## src/rtl/cpu_power_sequencer_if.sv

```systemverilog
// cpu_power_sequencer_if: control/status bundle for the CPU power sequencer.
// master drives board status inputs, slave is the sequencer itself.
interface cpu_power_sequencer_if;
  logic       enable;
  logic       dsp_ready;
  logic       cpu_resetout;
  logic       pmic_pwron_drive;
  logic       cpu_reset_drive;
  logic       usbhub_reset_INV;
  logic       booted;
  logic       fault;
  logic [2:0] state;

  modport master (
    output enable,
    output dsp_ready,
    output cpu_resetout,
    input  pmic_pwron_drive,
    input  cpu_reset_drive,
    input  usbhub_reset_INV,
    input  booted,
    input  fault,
    input  state
  );

  modport slave (
    input  enable,
    input  dsp_ready,
    input  cpu_resetout,
    output pmic_pwron_drive,
    output cpu_reset_drive,
    output usbhub_reset_INV,
    output booted,
    output fault,
    output state
  );
endinterface

```

## src/rtl/cpu_power_sequencer.sv

```systemverilog
// cpu_power_sequencer: PMIC power-on and CPU boot supervisor with retries.
// Moore FSM; every output is registered from the current state.
module cpu_power_sequencer #(
  parameter logic [23:0] SETTLE_CYCLES = 24'hC00000,
  parameter logic [23:0] PWRON_CYCLES  = 24'd2000000,
  parameter logic [23:0] BOOT_TIMEOUT  = 24'hFFFFFF,
  parameter logic [23:0] RESET_CYCLES  = 24'd40000,
  parameter logic [1:0]  MAX_RETRIES   = 2'd2
) (
  input logic sysclk,
  input logic reset,
  cpu_power_sequencer_if.slave bus
);

  typedef enum logic [2:0] {
    S_IDLE      = 3'b000,
    S_SETTLE    = 3'b001,
    S_PWRON     = 3'b010,
    S_WAIT_BOOT = 3'b011,
    S_RST       = 3'b100,
    S_RUN       = 3'b101,
    S_FAULT     = 3'b110
  } state_t;

  state_t      state_q, state_d;
  logic [23:0] timer_q, timer_d;
  logic [1:0]  retry_q, retry_d;
  logic [1:0]  deb_q, deb_d;
  logic        pwron_q, rstdrv_q, usb_q;
  logic        booted_q, fault_q;
  logic        mism, deb_pass, chg;

  // cpu_resetout is expected low while waiting for boot, high while running.
  always_comb begin
    mism = 1'b0;
    if (state_q == S_WAIT_BOOT) mism = bus.cpu_resetout;
    else if (state_q == S_RUN) mism = ~bus.cpu_resetout;
    deb_pass = mism && (deb_q == 2'd3);
  end

  // Next-state selection; enable low overrides every transition.
  always_comb begin
    state_d = state_q;
    if (!bus.enable) begin
      state_d = S_IDLE;
    end else begin
      case (state_q)
        S_IDLE:
          if (bus.dsp_ready) state_d = S_SETTLE;
        S_SETTLE:
          if (!bus.dsp_ready) state_d = S_IDLE;
          else if (timer_q == SETTLE_CYCLES - 24'd1)
            state_d = S_PWRON;
        S_PWRON:
          if (timer_q == PWRON_CYCLES - 24'd1)
            state_d = S_WAIT_BOOT;
        S_WAIT_BOOT:
          if (deb_pass) state_d = S_RUN;
          else if (timer_q == BOOT_TIMEOUT - 24'd1)
            state_d = (retry_q < MAX_RETRIES) ? S_RST : S_FAULT;
        S_RST:
          if (timer_q == RESET_CYCLES - 24'd1)
            state_d = S_WAIT_BOOT;
        S_RUN:
          if (deb_pass) state_d = S_WAIT_BOOT;
        S_FAULT:
          state_d = S_FAULT;
        default:
          state_d = S_IDLE;
      endcase
    end
  end

  // Timer, debounce and retry bookkeeping around state changes.
  always_comb begin
    chg = (state_d != state_q);
    if (chg) timer_d = 24'd0;
    else if (&timer_q) timer_d = timer_q;
    else timer_d = timer_q + 24'd1;
    deb_d = (chg || !mism) ? 2'd0 : deb_q + 2'd1;
    retry_d = retry_q;
    if (chg && state_d == S_RST && retry_q != 2'd3)
      retry_d = retry_q + 2'd1;
    else if (chg && state_d == S_RUN)
      retry_d = 2'd0;
  end

  // State, counters and Moore outputs decoded from the registered state.
  always_ff @(posedge sysclk) begin
    if (reset) begin
      state_q  <= S_IDLE;
      timer_q  <= 24'd0;
      retry_q  <= 2'd0;
      deb_q    <= 2'd0;
      pwron_q  <= 1'b0;
      rstdrv_q <= 1'b0;
      usb_q    <= 1'b0;
      booted_q <= 1'b0;
      fault_q  <= 1'b0;
    end else begin
      state_q  <= state_d;
      timer_q  <= timer_d;
      retry_q  <= retry_d;
      deb_q    <= deb_d;
      pwron_q  <= (state_q == S_PWRON);
      rstdrv_q <= (state_q == S_RST);
      usb_q    <= (state_q == S_RUN);
      booted_q <= (state_q == S_RUN);
      fault_q  <= (state_q == S_FAULT);
    end
  end

  assign bus.pmic_pwron_drive = pwron_q;
  assign bus.cpu_reset_drive  = rstdrv_q;
  assign bus.usbhub_reset_INV = usb_q;
  assign bus.booted           = booted_q;
  assign bus.fault            = fault_q;
  assign bus.state            = state_q;

endmodule

```

## src/flat_wrapper.sv

```systemverilog
// flat-port wrapper written by rule: the top's interface ports become plain ports
module cpu_power_sequencer_flat 
#(
  parameter logic [23:0] SETTLE_CYCLES = 24'hC00000,
  parameter logic [23:0] PWRON_CYCLES  = 24'd2000000,
  parameter logic [23:0] BOOT_TIMEOUT  = 24'hFFFFFF,
  parameter logic [23:0] RESET_CYCLES  = 24'd40000,
  parameter logic [1:0]  MAX_RETRIES   = 2'd2
)
  (sysclk, reset, bus_enable, bus_dsp_ready, bus_cpu_resetout, bus_pmic_pwron_drive, bus_cpu_reset_drive, bus_usbhub_reset_INV, bus_booted, bus_fault, bus_state);
  cpu_power_sequencer_if bus_i ();
  input logic sysclk;
  input logic reset;
  input wire logic [$bits(bus_i.enable)-1:0] bus_enable;
  input wire logic [$bits(bus_i.dsp_ready)-1:0] bus_dsp_ready;
  input wire logic [$bits(bus_i.cpu_resetout)-1:0] bus_cpu_resetout;
  output wire logic [$bits(bus_i.pmic_pwron_drive)-1:0] bus_pmic_pwron_drive;
  output wire logic [$bits(bus_i.cpu_reset_drive)-1:0] bus_cpu_reset_drive;
  output wire logic [$bits(bus_i.usbhub_reset_INV)-1:0] bus_usbhub_reset_INV;
  output wire logic [$bits(bus_i.booted)-1:0] bus_booted;
  output wire logic [$bits(bus_i.fault)-1:0] bus_fault;
  output wire logic [$bits(bus_i.state)-1:0] bus_state;
  assign bus_i.enable = bus_enable;
  assign bus_i.dsp_ready = bus_dsp_ready;
  assign bus_i.cpu_resetout = bus_cpu_resetout;
  assign bus_pmic_pwron_drive = bus_i.pmic_pwron_drive;
  assign bus_cpu_reset_drive = bus_i.cpu_reset_drive;
  assign bus_usbhub_reset_INV = bus_i.usbhub_reset_INV;
  assign bus_booted = bus_i.booted;
  assign bus_fault = bus_i.fault;
  assign bus_state = bus_i.state;
  cpu_power_sequencer #(.SETTLE_CYCLES(SETTLE_CYCLES), .PWRON_CYCLES(PWRON_CYCLES), .BOOT_TIMEOUT(BOOT_TIMEOUT), .RESET_CYCLES(RESET_CYCLES), .MAX_RETRIES(MAX_RETRIES)) u_core (.sysclk(sysclk), .reset(reset), .bus(bus_i));
endmodule
```

## config.mk

```make
export PLATFORM = sky130hd
export DESIGN_NAME = cpu_power_sequencer_flat
export DESIGN_NICKNAME = d
export VERILOG_FILES = /design/src/rtl/cpu_power_sequencer_if.sv /design/src/rtl/cpu_power_sequencer.sv /design/src/flat_wrapper.sv
export SDC_FILE = /design/constraint.sdc
export NUM_CORES = 1
export LEC_CHECK = 0
export BUFFER_PORTS_ARGS = -buffer_cell sky130_fd_sc_hd__buf_4
export CORE_MARGIN = 2
export CORE_UTILIZATION = 54
export DETAILED_ROUTE_END_ITERATION = 8
export HOLD_SLACK_MARGIN = 0.08
export PLACE_DENSITY = 0.72
export SLEW_MARGIN = 15
export SYNTH_ARGS = -nofsm -noshare
export SYNTH_HDL_FRONTEND = slang
export SYNTH_SLANG_ARGS = --single-unit
export TNS_END_PERCENT = 100
```

## constraint.sdc

```tcl
create_clock -name sysclk -period 3.5 [get_ports sysclk]
set_input_delay 0.175 -clock sysclk [delete_from_list [all_inputs] [get_ports sysclk]]
set_output_delay 0.175 -clock sysclk [all_outputs]
set_load 0.1 [all_outputs]
```

==> metrics.md, run 1 <==
| Metric | Value |
|---|---|
| Die Y | about 66 microns |
| Clk buf depth | 2 |
| Ports | 13 |
| Startpoint types | flop |
| Die area | ~0.0044 sq mm |
| Routed met1 length | roughly 2.1 mm |
| Post-route clock period utilization | between 90% and 100% |
| Slowest stage cell on the critical path | o31ai_4 |
| Congestion Overflow GR | 0 |
| Global Route Usage Sum | about 21% |
| Most used DFF post-synth | dfxtp_1 |
| Worst-Skew Late Latency | about 290 ps |
| CP Cell Sequence | nand4_1 > or2_1 > or4b_1 > o211ai_2 > or2_2 > nor3_1 > o31ai_4 > buf_4 > nor2_2 |
| Final hold slack | approximately 120 ps |
| DRC | 0 |
| Worst relative slew slack | 38.34% |
| Yosys reg bits | 35 |
| Worst Hold Class | in2reg |
| DP Worst Slack | 206.8 ps |
| # diodes | 0 |
| CTS tree | yes |
| Average size of a mapped cell | between 8 and 9 sq um |
| # hold bufs at CTS | 0 |
| First-pass GRT wire length | around 7 mm |
| Final #Nets | around 260 |
| Setup ws final | ~250 ps |
| Crit Path Class | reg2reg |
| Sequential cell area fraction in the yosys report | about a third |
| Vias in the first global route | roughly 1600 |
| Net count after synthesis | roughly 250 |
| Worst reg-to-reg setup slack | around 250 ps |
| Die width | 66.24 microns |
| Htree depth | 2 |
| Core Region | approximately 0.0037 sq mm |
| Leakage | 0.7620 nW |
| P&R area growth vs syn | 9.569% |
| Vias per Instance | 5.581 |
| Largest net degree at the start of global routing | 17 |
| Initial antenna violation count | 0 |
| Yosys cell types | 57 |
| Final setup vio count | 0 |
| Via count | around 1700 |
| Crit path DAT | about 3400 ps |
| Clock Sinks | 35 |
| Root Driver | clkbuf_8 |
| Top Metal Used | met4 |
| Met2 wire length | between 1.5 and 2 mm |
| Gpl congestion | a little under 1 |
| Power per standard cell area | between 300 and 400 mW/mm^2 |
| Gate Count Post-Synth | between 200 and 250 |
| Max VDD drop | around 190 uV |
| Worst Setup End Kind | flop |
| Status | finished, final reports clean |
| RSZ-0062 raised after global routing | false |
| Max frequency | slightly above 300 MHz |
| Crit path time final | approximately 3300 ps |
| Post-route ant nets | 0 |
| Synth warnings | 0 |
| CTS buffer count | 5 |
| Fraction of layout cells with a size suffix above 1 | between 20% and 30% |
| Final Hold Fails | 0 |
| Worst Skew | 2.532 ps |
| Crit-path max FO | 16 |
| Post-synth EDFFs | 0 |
| Worst slew pin tran | roughly 900 ps |
| Routed met3 length | 137 microns |
| MaxCap Viol Count | 0 |
| Post-synthesis async set-or-reset flop share | 0% |
| Final HPWL DP | around 3.2 mm |
| Post-CTS Setup Bufs | 0 |
| Routed WL per cell | about 14 microns |
| Initial Util | 56.72% |
| CP peak stage delay | 790 ps |
| DRT Pass-1 Iters | 4 |
| Worst-path clk slew | approximately 70 ps |
| Site Rows | 22 |
| Slew Limit Fails | 0 |
| Worst EP required | 3680 ps |
| DRT Wirelength | 4.163 mm |
| DRT iter0 DRCs | 87 |
| Post-cts sizing count | 0 |
| I/O Buffers | 12 |
| Mapped cell area | around 0.0021 sq mm |
| Setup TNS Final | 0 ps |
-- synthesized netlist by cell type (all sizes together) (3+ instances only) --
library cell,n,share of area (%)
a21oi,4,0.96
and4,3,1.3
buf,10,4.0
clkbuf,4,1.3
dfxtp,35,33
ha,4,2.4
inv,8,1.4
nand2,14,2.5
nand2b,3,0.90
nand3,14,3.3
nand4,13,3.9
nor2,37,9.0
nor2b,5,1.5
nor3,11,2.6
nor4,6,2.4
nor4b,3,1.3
o21ai,5,1.2
or3,4,1.7
xnor2,6,2.5
xor2,16,6.7
-- layout by cell type, fill, tap and decap left out, types with 3 or more instances in the layout --
| cell | netlist | final |
|---|---|---|
| dfxtp_1 | 35 | 35 |
| nor2_2 | 20 | 20 |
| buf_4 | 1 | 20 |
| nor2_1 | 17 | 17 |
| xor2_1 | 16 | 16 |
| nand3_1 | 14 | 14 |
| nand2_1 | 14 | 14 |
| nand4_1 | 13 | 13 |
| nor3_1 | 11 | 11 |
| inv_1 | 8 | 8 |
| clkbuf_8 | 1 | 7 |
| xnor2_1 | 6 | 6 |
| nor2b_1 | 5 | 5 |
| nor4_1 | 4 | 4 |
| a21oi_1 | 4 | 4 |
| ha_1 | 4 | 4 |
| and4_1 | 3 | 3 |
| nor4b_1 | 3 | 3 |
| nand2b_1 | 3 | 3 |
| o21ai_0 | 3 | 3 |
-- flip-flops by register name, summed over array words and instances, names as in the netlist --
| register | flops |
|---|---|
| u_core.bus.state | 3 |
| u_core.bus.usbhub_reset_INV | 1 |
| u_core.retry_q | 2 |
| u_core.bus.cpu_reset_drive | 1 |
| u_core.deb_q | 2 |
| u_core.timer_q | 24 |
| u_core.bus.pmic_pwron_drive | 1 |
| u_core.bus.fault | 1 |
-- logic make-up (layout without fill, tap and decap cells) --
logic type	after synthesis	after routing	share of synthesized area, %
buf+inv	22	36	6.698
fa+ha+maj	4	4	2.392
mux	1	1	0.4785
xor+xnor	22	22	9.210
simple gates	126	126	35.29
flops	35	35	33.49
compound gates	29	29	12.44
-- where the power goes --
group	switching [mW]	internal, mW
sequential	0.00472	0.401
combinational	0.0325	0.0166
clock	0.139	0.179
total	0.176	0.597
-- metrics by stage --
step,instance area (sq um),power (mW),std cells,utilization [%]
floorplan,2092,0.4540,239,-
finish,2292,0.7731,301,62.14
global route,2292,0.8059,301,62.14
detailed placement,2192,0.4640,293,59.43
CTS,2292,0.7832,301,62.14
global placement,2192,0.4636,293,59.43
-- final cells by class --
type | count | area (sq um)
Timing Repair Buffer | 20 | 150.1
Multi-Input combinational cell | 182 | 1251
Clock buffer | 8 | 100.1
Sequential cell | 35 | 700.7
Tap cell | 48 | 60.06
Fill cell | 353 | 1396
Inverter | 8 | 30.03
-- critical path: cells and delay by family, from the launching register on --
kind,cells,cell delay (ps)
simple gates,6,1410
compound gates,2,920
flops,1,470
buf+inv,1,360
-- per-layer routing --
metal	global-route usage [%]	vias up
met1	29.27	763
met4	9.949	0
met3	4.089	7
li1	-	883
met5	0	-
met2	32.38	27
-- final timing paths --
kind	startpoint	depth (start not counted)	to
worst max register to register	u_core.timer_q[8]	9	u_core.timer_q[3]
worst max-delay path	u_core.timer_q[8]	9	u_core.timer_q[3]
worst min register to register	u_core.deb_q[0]	1	u_core.deb_q[0]
worst min-delay path	reset	2	u_core.retry_q[1]
No activity file was read; power rests on OpenSTA's default activity.
==> run 2, diff against run 1 <==
==> constraint.sdc (replaced) <==
create_clock -name sysclk -period 3.4 [get_ports sysclk]
set_input_delay 0.17 -clock sysclk [delete_from_list [all_inputs] [get_ports sysclk]]
set_output_delay 0.17 -clock sysclk [all_outputs]
set_load 0.1 [all_outputs]
==> metrics.md, run 2 (synthesis results as in run 1) <==
| Metric | Value |
|---|---|
| Post-Layout Cell Count | 310 (+3.0%) |
| CP Cell Sequence | or3b_2 > a211o_1 > o31a_1 > o21ai_1 > a31oi_1 > a311oi_2 > o31ai_4 > buf_4 > a211oi_2 |
| CTS tree | yes |
| Ports | 13 (unchanged) |
| Crit Path Class | reg2reg |
| Max FFs per register | 24 (unchanged) |
| Switching power | 183.8 uW (+4.6%) |
| Initial antenna violation count | 0 (unchanged) |
| Vias per Instance | 5.645 (+1.1%) |
| Max VDD drop | 213.4 uV (+12%) |
| Final Util | 63.84% (+1.7 points) |
| Setup TNS Final | 0 ps (unchanged) |
| Die width | 66.24 microns (unchanged) |
| Clock Sinks | 35 (unchanged) |
| Largest net degree at the start of global routing | 17 (unchanged) |
| Status | finished, final reports clean |
| DRT iter0 DRCs | 98 (+13%) |
| Die Y | 66.24 microns (unchanged) |
| Worst Setup End Kind | flop |
| I/O Buffers | 12 (unchanged) |
| Final Hold Fails | 0 (unchanged) |
| Power per standard cell area | 330.0 mW/mm^2 (-2.1%) |
| CP peak stage delay | 570 ps (-220 ps) |
| Worst EP required | 3620 ps (-60 ps) |
| DRC | 0 (unchanged) |
| DRT Pass-1 Iters | 4 (unchanged) |
| Worst slew pin tran | 504.7 ps (-420.2 ps) |
| Global Route Usage Sum | 21.72% (+0.26 points) |
| Vias in the first global route | 1602 (+2.2%) |
| Core Region | 0.003689 sq mm (unchanged) |
| Final hold slack | 117.6 ps (-0.4500 ps) |
| P&R area growth vs syn | 12.56% |
| Reg with most FFs | u_core.timer_q |
| Htree depth | 2 (unchanged) |
| Crit path time final | 2993 ps (-262.2 ps) |
| Crit-path max FO | 14 (-2) |
| MaxCap Viol Count | 0 (unchanged) |
| Crit-path leading delay family | compound AO/OA/AOI/OAI gates |
| RSZ-0062 raised after global routing | false |
| Switching Fraction | 23.65% (+0.91 points) |
| # diodes | 0 (unchanged) |
| Clk buf depth | 2 (unchanged) |
| Worst relative slew slack | 66.09% (+28 points) |
| Site Rows | 22 (unchanged) |
| Worst Hold Class | in2reg |
| Internal power | 593.4 uW (-0.66%) |
| Pwr Total | 777.2 uW (+0.53%) |
| Post-route ant nets | 0 (unchanged) |
| Max frequency | 334.2 MHz (+8.8%) |
| Setup ws final | 407.4 ps (+162.2 ps) |
| Congestion Overflow GR | 0 (unchanged) |
| CTS buffer count | 5 (unchanged) |
| Final setup vio count | 0 (unchanged) |
| Initial Util | 56.72% (unchanged) |
| Commonest non-fill, non-tap cell in the layout | dfxtp_1 |
| Comb pwr share | 7.5% (+1.1 points) |
| Crit path DAT | 3210 ps (-230 ps) |
| DRT Wirelength | 4.245 mm (+2.0%) |
| First-pass GRT wire length | 7.307 mm (+2.5%) |
| Slowest stage cell on the critical path | dfxtp_1 |
| Worst-Skew Late Latency | 290 ps (about the same) |
| Die area | 0.004388 sq mm (unchanged) |
| Via count | 1750 (+4.2%) |
| Post-cts sizing count | 0 (unchanged) |
| Worst Skew | 6.655 ps (+4.124 ps) |
| Final std cell area, no fill | 0.002355 sq mm (+2.7%) |
| Gpl congestion | 0.9559 (-3.4%) |
| DP Worst Slack | 184.8 ps (-21.98 ps) |
| Clock power share | 38.9% (-2.2 points) |
| Slew Limit Fails | 0 (unchanged) |
| Worst-path clk slew | 70 ps (about the same) |
| Placed insts | 300 (+2.4%) |
| CP Buf/Inv Count | 1 (unchanged) |
| Post-route clock period utilization | 88.02% (-5.0 points) |
| Root Driver | clkbuf_8 |
| Routed WL per cell | 13.69 microns (-0.99%) |
| Commonest non-fill, non-tap cells in the layout | dfxtp_1, buf_4, nor2_2 |
| # hold bufs at CTS | 0 (unchanged) |
| Leakage | 0.8081 nW (+6.1%) |
| Reg power frac | 53.6% (+1.1 points) |
| Final #Nets | 271 (+3.8%) |
| Fraction of layout cells with a size suffix above 1 | 27.48% (+3.0 points) |
| Startpoint types | flop |
| Final HPWL DP | 3.241 mm (+2.5%) |
| Post-DP Area | 0.002245 sq mm (+2.4%) |
run 2: cell count changes in the layout (fill, tap and decap cells not counted), sizes merged:
| cell | delta |
|---|---|
| clkinv | +1 |
| clkbuf | -2 |
| buf | +10 |
run 2: final timing paths:
kind / startpoint / endpoint / slack [ps] / cells past startpoint
setup / recovery: u_core.bus.state[2] / u_core.timer_q[16] / 410 / 9
hold / removal: reset / u_core.retry_q[0] / 120 / 2
setup reg to reg: u_core.bus.state[2] / u_core.timer_q[16] / 410 / 9
hold reg to reg: u_core.deb_q[0] / u_core.deb_q[0] / 430 / 1
run 2: area by class of cell:
type,count,area (sq um)
clock inverter,1,5.005
tap,48,60.06
sequential,35,700.7
fill,331,1334
inverter,8,30.03
clock buffer,6,82.58
multi-input combinational,182,1251
timing repair buffer,30,225.2
run 2: worst register-to-register path, cell delays in order, from the launching register on:
cell and delay [ps]:
dfxtp_1 570, or3b_2 500, a211o_1 320, o31a_1 110, o21ai_1 360, a31oi_1 160, a311oi_2 340, o31ai_4 160
buf_4 220, a211oi_2 190
run 2: power by group through the flow:
stage	registers [mW]	clock network [mW]	logic, mW
after detailed placement	0.425	0	0.0540
after CTS	0.416	0.309	0.0542
after floorplan	0.429	0	0.0380
after global routing	0.416	0.333	0.0632
final	0.416	0.302	0.0584
after global placement	0.426	0	0.0529
run 2: per-layer routing:
layer | part of all wire (%) | track usage [%] | vias up | routed length [microns]
met5 | 0 | 0 | - | 0
met4 | 1.1 | 7.143 | 0 | 48
met3 | 4.8 | 6.814 | 5 | 204
met2 | 45 | 33.38 | 42 | 1907
met1 | 49 | 28.71 | 807 | 2084
li1 | - | - | 896 | -
run 2: timing repair:
action | CTS | global route
hold endpoints to repair | 0 | 0
buffers inserted | 0 | 3
setup endpoints to repair | 0 | 11
